[src/rtl/push_pkg.sv]
// Shared types for the pushbutton move generator: FSM states, direction
// encoding and small helpers over the one-hot button vector.
package push_pkg;

    localparam int NUM_BTN = 4;

    typedef enum logic [2:0] {
        IDLE,
        FIRE,
        HOLD,
        REPEAT,
        WAIT_REL
    } kstate_t;

    // Bit index of each button in the packed button/move vectors
    typedef enum logic [1:0] {
        UP    = 2'd0,
        DOWN  = 2'd1,
        LEFT  = 2'd2,
        RIGHT = 2'd3
    } dir_t;

    function automatic logic [NUM_BTN-1:0] dir_mask(input dir_t d);
        logic [NUM_BTN-1:0] m;
        m    = '0;
        m[d] = 1'b1;
        return m;
    endfunction

    function automatic dir_t dir_of(input logic [NUM_BTN-1:0] m);
        dir_t d;
        d = UP;
        for (int i = 0; i < NUM_BTN; i++)
            if (m[i]) d = dir_t'(i[1:0]);
        return d;
    endfunction

    // True when exactly one bit is set
    function automatic logic is_lone(input logic [NUM_BTN-1:0] m);
        return (m != '0) && ((m & (m - 1'b1)) == '0);
    endfunction

endpackage

[src/rtl/btn_debounce.sv]
// One pushbutton: 2-flop synchronizer followed by a stable-time debouncer.
module btn_debounce #(
    parameter int DEB_CYCLES = 1000000
) (
    input  logic clk,
    input  logic rst_n,
    input  logic btn,
    output logic level
);

    localparam int            CW       = (DEB_CYCLES > 1) ? $clog2(DEB_CYCLES) : 1;
    localparam logic [CW-1:0] CNT_LAST = CW'(DEB_CYCLES - 1);

    logic [1:0]    sync;
    logic [CW-1:0] cnt;

    // Bring the raw asynchronous button into the clock domain
    always_ff @(posedge clk or negedge rst_n) begin
        if (!rst_n) sync <= '0;
        else        sync <= {sync[0], btn};
    end

    // Count cycles of disagreement; flip the level once it has lasted DEB_CYCLES
    always_ff @(posedge clk or negedge rst_n) begin
        if (!rst_n) begin
            cnt   <= '0;
            level <= 1'b0;
        end else if (sync[1] == level) begin
            cnt <= '0;
        end else if (cnt >= CNT_LAST) begin
            level <= sync[1];
            cnt   <= '0;
        end else begin
            cnt <= cnt + CW'(1);
        end
    end

endmodule

[src/rtl/key_move_gen.sv]
// Turns four bouncing pushbuttons into single-cycle move pulses with
// optional auto-repeat while one button is held.
module key_move_gen #(
    parameter int DEB_CYCLES   = 1000000,
    parameter int REPEAT_DELAY = 50000000,
    parameter int REPEAT_RATE  = 20000000,
    parameter int REPEAT_EN    = 1
) (
    input  logic clk,
    input  logic rst_n,
    input  logic btn_up,
    input  logic btn_down,
    input  logic btn_left,
    input  logic btn_right,
    input  logic en,
    output logic move_up,
    output logic move_down,
    output logic move_left,
    output logic move_right,
    output logic key_busy
);

    import push_pkg::*;

    localparam int            HW        = (REPEAT_DELAY > 1) ? $clog2(REPEAT_DELAY) : 1;
    localparam int            RW        = (REPEAT_RATE > 1) ? $clog2(REPEAT_RATE) : 1;
    localparam logic [HW-1:0] HOLD_LAST = HW'((REPEAT_DELAY > 1) ? REPEAT_DELAY - 1 : 0);
    localparam logic [RW-1:0] RATE_LAST = RW'((REPEAT_RATE > 1) ? REPEAT_RATE - 1 : 0);

    logic [NUM_BTN-1:0] raw;
    logic [NUM_BTN-1:0] deb;
    logic [NUM_BTN-1:0] lat_mask;
    logic [NUM_BTN-1:0] move_q;
    logic               others;
    logic               held;
    kstate_t            state;
    dir_t               dir_q;
    logic [HW-1:0]      hold_cnt;
    logic [RW-1:0]      rate_cnt;

    assign raw = {btn_right, btn_left, btn_down, btn_up};

    for (genvar g = 0; g < NUM_BTN; g++) begin : g_btn
        btn_debounce #(
            .DEB_CYCLES (DEB_CYCLES)
        ) u_deb (
            .clk   (clk),
            .rst_n (rst_n),
            .btn   (raw[g]),
            .level (deb[g])
        );
    end

    assign lat_mask = dir_mask(dir_q);
    assign others   = |(deb & ~lat_mask);
    assign held     = |(deb & lat_mask);

    // The flop holds the pulse; en gates it combinationally so a game that
    // drops en mid-cycle never sees a move in that same cycle.
    assign {move_right, move_left, move_down, move_up} = move_q & {NUM_BTN{en}};

    // Move FSM with hold/repeat timers; move_q and key_busy are registered here
    always_ff @(posedge clk or negedge rst_n) begin
        if (!rst_n) begin
            state    <= IDLE;
            dir_q    <= UP;
            hold_cnt <= '0;
            rate_cnt <= '0;
            move_q   <= '0;
            key_busy <= 1'b0;
        end else begin
            move_q <= '0;
            case (state)
                IDLE: begin
                    if (en && is_lone(deb)) begin
                        state    <= FIRE;
                        dir_q    <= dir_of(deb);
                        move_q   <= deb;
                        key_busy <= 1'b1;
                    end else if (!en && (deb != '0)) begin
                        // A press seen while disabled must be released first,
                        // otherwise raising en would fire from a stale hold.
                        state    <= WAIT_REL;
                        key_busy <= 1'b1;
                    end else begin
                        key_busy <= 1'b0;
                    end
                end
                FIRE: begin
                    hold_cnt <= '0;
                    state    <= (REPEAT_EN != 0) ? HOLD : WAIT_REL;
                end
                HOLD, REPEAT: begin
                    if (!en || others) begin
                        state <= WAIT_REL;
                    end else if (!held) begin
                        state    <= IDLE;
                        key_busy <= 1'b0;
                    end else if (state == HOLD) begin
                        if (hold_cnt >= HOLD_LAST) begin
                            state    <= REPEAT;
                            rate_cnt <= '0;
                            move_q   <= lat_mask;
                        end else begin
                            hold_cnt <= hold_cnt + HW'(1);
                        end
                    end else begin
                        if (rate_cnt >= RATE_LAST) begin
                            rate_cnt <= '0;
                            move_q   <= lat_mask;
                        end else begin
                            rate_cnt <= rate_cnt + RW'(1);
                        end
                    end
                end
                WAIT_REL: begin
                    if (deb == '0) begin
                        state    <= IDLE;
                        key_busy <= 1'b0;
                    end
                end
                default: begin
                    state    <= IDLE;
                    key_busy <= 1'b0;
                end
            endcase
        end
    end

endmodule
[config.mk]
export PLATFORM = sky130hd
export DESIGN_NAME = key_move_gen
export DESIGN_NICKNAME = d
export VERILOG_FILES = /design/src/rtl/push_pkg.sv /design/src/rtl/btn_debounce.sv /design/src/rtl/key_move_gen.sv
export SDC_FILE = /design/constraint.sdc
export NUM_CORES = 1
export LEC_CHECK = 0
export ABC_AREA = 1
export ABC_CLOCK_PERIOD_IN_PS = 1990
export CELL_PAD_IN_SITES_DETAIL_PLACEMENT = 1
export CELL_PAD_IN_SITES_GLOBAL_PLACEMENT = 1
export CORE_UTILIZATION = 49
export CTS_BUF_LIST = sky130_fd_sc_hd__clkbuf_8
export DETAILED_ROUTE_END_ITERATION = 12
export PLACE_DENSITY = 0.94
export SYNTH_ARGS = -nofsm -noshare
export SYNTH_HDL_FRONTEND = slang
export SYNTH_SLANG_ARGS = --single-unit
[constraint.sdc]
create_clock -name clk -period 1.99 [get_ports clk]
set_clock_uncertainty 0.05 [all_clocks]
set_input_delay 0.2985 -clock clk [delete_from_list [all_inputs] [get_ports clk]]
set_output_delay 0.2985 -clock clk [all_outputs]
set_load 0.005 [all_outputs]
==> summary.md <==
| Metric | Value |
|---|---|
| Final setup fails | 0 |
| Max incr delay on CP | 400 ps |
| Clk buf depth | 2 |
| Final WS setup | 90.99 ps |
| Number of buffers and inverters on the critical path | 2 |
| Met3 usage | 0.04925 |
| Combinational Power Share | 0.032 |
| Reg2Reg Launch Point | hold_cnt[0] |
| Worst Hold Class | in2reg |
| Synth cell types | 42 |
| Layer with the highest usage | met2 |
| Final wirelength | 26810 µm |
| Worst-Skew Late Latency | 480 ps |
| Hpwl dp | 19050 µm |
| Vias per cell | 5.389 |
| CP delay by family, top | simple AND/OR/NAND/NOR gates |
| Row cnt | 50 |
| DR WL/cell | 16.46 µm |
| Die width | 140.9 µm |
| Initial core utilization | 0.5023 |
| Reg clk slew, reported paths | 90 ps |
| Post-Syn Area | 9459 µm² |
| CTS root buffer | clkbuf_8 |
| Clock Sinks | 153 |
| Antenna fix cells | 0 |
| Routability cong. | 0.8620 |
| Arrival time worst endpoint | 2220 ps |
| Worst relative slew slack | 0.6891 |
| Vias in the first global route | 9415 |
| Share of cells above drive strength 1 | 0.1468 |
| Post-route total power | 5.789 mW |
| Tmin final | 1899 ps |
| Layout area overhead | 12.95% |
| Initial antenna violation count | 0 |
| WP data required | 2310 ps |
| Final Cycle Share | 0.9543 |
| Dpl ws | -64.60 ps |
| Crit end category | register |
| Crit path launch | hold_cnt[0] |
| Final count of hold timing violations | 0 |
| Net switching power | 1.538 mW |
| Switching Fraction | 0.2656 |
| Cells along the critical path | ha_1, nand2_1, inv_1, nand2_2, nand2_1, nand3_1, nand2_2, o21ai_4, nand2_4, buf_12, nand2_2, o21ai_2 |
| DR iter-0 viols | 452 |
| Power Dens Cells | 541.8 nW/µm² |
| GRT overflow | 0 |
| Drt drc | 0 |
| Max Slew Vio Count | 0 |
| Port Buffers | 11 |
| Startpoint Class | register |
| Die Y | 140.9 µm |
| Seq/Total Area, Yosys | 0.4048 |
| Unrepaired setup endpoints after global routing | true |
| Yosys reg bits | 153 |
| Global-route usage over all layers | 0.2848 |
| CTS tree | built |
| Num CTS Buffers | 17 |
| Area of the die | 19860 µm² |
| Worst-Margin Slew | 462.1 ps |
| Synth warn | 0 |
| Worst-path fanout max | 28 |
| Largest net degree at the start of global routing | 52 |
| Sequential power share | 0.545 |
| First-pass DRT Iterations | 7 |
| Syn Inst Count | 1295 |
| Post-Syn Area per Cell | 7.304 µm² |
| Met2 GRT Util | 0.5051 |
| P_leak | 4.862 nW |
| Clk pwr share | 0.423 |
| Syn Nets | 1308 |
| Core Area | 18830 µm² |
| Fin Setup TNS | 0 ps |
| Most frequent CP cell | nand2_2 |
| Run status | complete, no violations |
| Slowest CP cell | dfrtp_1 |
| Detail Route Antenna Nets | 0 |
| Final design area excluding fillers | 10680 µm² |
| P_int | 4.251 mW |
| GR Util met1 | 0.3440 |
| Total of max-cap violations | 0 |
| Final #Nets | 1369 |
| VDD IR max | 0.4350 mV |
| Routed vias | 8778 |
| Area after DPL | 10170 µm² |
| HP Start | btn_right |
| Htree depth | 4 |
| IO Count | 12 |
| First-pass GRT wire length | 45020 µm |
| Max Fclk | 0.5266 GHz |
| Worst Setup Path Type | reg2reg |
| Filler cell count | 2395 |
per-stage QoR:
| step | std cells | hold WS, ps | util |
|---|---|---|---|
| final | 1629 | 201.8 | 0.5674 |
| after global routing | 1629 | 184.7 | 0.5674 |
| after CTS | 1624 | 187.4 | 0.5613 |
| after detailed placement | 1591 | 199.0 | 0.5400 |
| after global placement | 1591 | 194.9 | 0.5400 |
| after floorplan | 1295 | -47.09 | - |
registers in the layout (all words and copies together), names as in the netlist:
name,flops
move_q,4
g_btn.u_deb.sync,8
rate_cnt,25
g_btn.u_deb.level,4
key_busy,1
dir_q,2
g_btn.u_deb.cnt,80
hold_cnt,26
state,3
area by class of cell:
type / instances / area, µm² / area share
Clock inverter: 14 / 141.4 / 0.01323
Clock buffer: 18 / 247.7 / 0.02319
Sequential cell: 153 / 3834 / 0.3588
Timing Repair Buffer: 64 / 598.1 / 0.05598
Tap cell: 260 / 325.3 / 0.03045
Inverter: 139 / 530.5 / 0.04965
Multi-Input combinational cell: 981 / 5007 / 0.4687
layer usage:
metal	vias up	wire [µm]	part of all wire
li1	4214	-	-
met1	4393	11660	0.43
met3	53	585	0.022
met5	-	0	0
met2	118	13950	0.52
met4	0	607	0.023
placed cells by master (no fill, tap or decap), drive strengths merged, types with 4 or more instances in the layout:
cell type and instances:
nand2 365, nor2 250, dfrtp 153, inv 145, nand3 124, xor2 63
buf 53, o21ai 44, nand4 30, nor3 28, clkbuf 18, xnor2 16
a21oi 13, or2 12, nor4 10, clkdlybuf4s50 9, nand3b 6, ha 6
o211ai 5, clkinv 4
what timing repair did:
action	CTS	global route
buffers inserted	0	5
resized for setup	2	21
pin swaps	1	4
hold endpoints to repair	37	0
endpoints found under the setup margin	5	64
hold buffers	1	0
cells by family (layout without fill, tap and decap cells):
logic type                 count (synthesis)  count (layout)  synth area share
and+or+nand+nor                          828             828            0.3905
buffers and inverters                    161             235           0.07354
DFF                                      153             153            0.4048
xor gates and xnor gates                  79              79           0.07315
AOI/OAI and AO/OA                         68              68           0.05013
adders and majority gates                  6               6          0.007936
cell usage after synthesis (all sizes together):
master  number  area [µm²]
a21boi       1       11.26
a21o         2       15.01
a21oi       13       65.06
buf         19       155.1
clkbuf       3       12.51
clkinv       2       13.76
dfrtp      153        3829
ha           6       75.07
inv        137       514.2
nand2      365        1455
nand3      124       685.7
nand3b       6       45.04
nand4       30       200.2
nor2       250       992.2
nor3        28       150.1
nor3b        3       27.52
nor4        10       62.56
o211ai       5       37.54
o21ai       44       325.3
o21bai       1       7.510
o22ai        2       12.51
or2         12       75.07
xnor2       16       140.1
xor2        63       551.8
power groups by stage:
stage | clock network (mW) | logic (mW) | registers (mW)
after CTS | 2.49 | 0.191 | 3.15
after global routing | 2.60 | 0.213 | 3.16
after detailed placement | 0 | 0.189 | 3.21
after global placement | 0 | 0.180 | 3.21
after floorplan | 0 | 0.0617 | 3.21
final | 2.45 | 0.186 | 3.15
path summary, 6_finish.rpt:
check                           slack [ps]                     end  cells after the start
worst max-delay path                    90            hold_cnt[10]                     12
worst max register to register          90            hold_cnt[10]                     12
worst min register to register         310  g_btn[1].u_deb.sync[1]                      0
worst min-delay path                   200  g_btn[3].u_deb.sync[0]                      1
max in group asynchronous              950   g_btn[3].u_deb.cnt[3]                      3
min in group asynchronous              240             hold_cnt[3]                      2
Power figures use the tool's default switching activity.
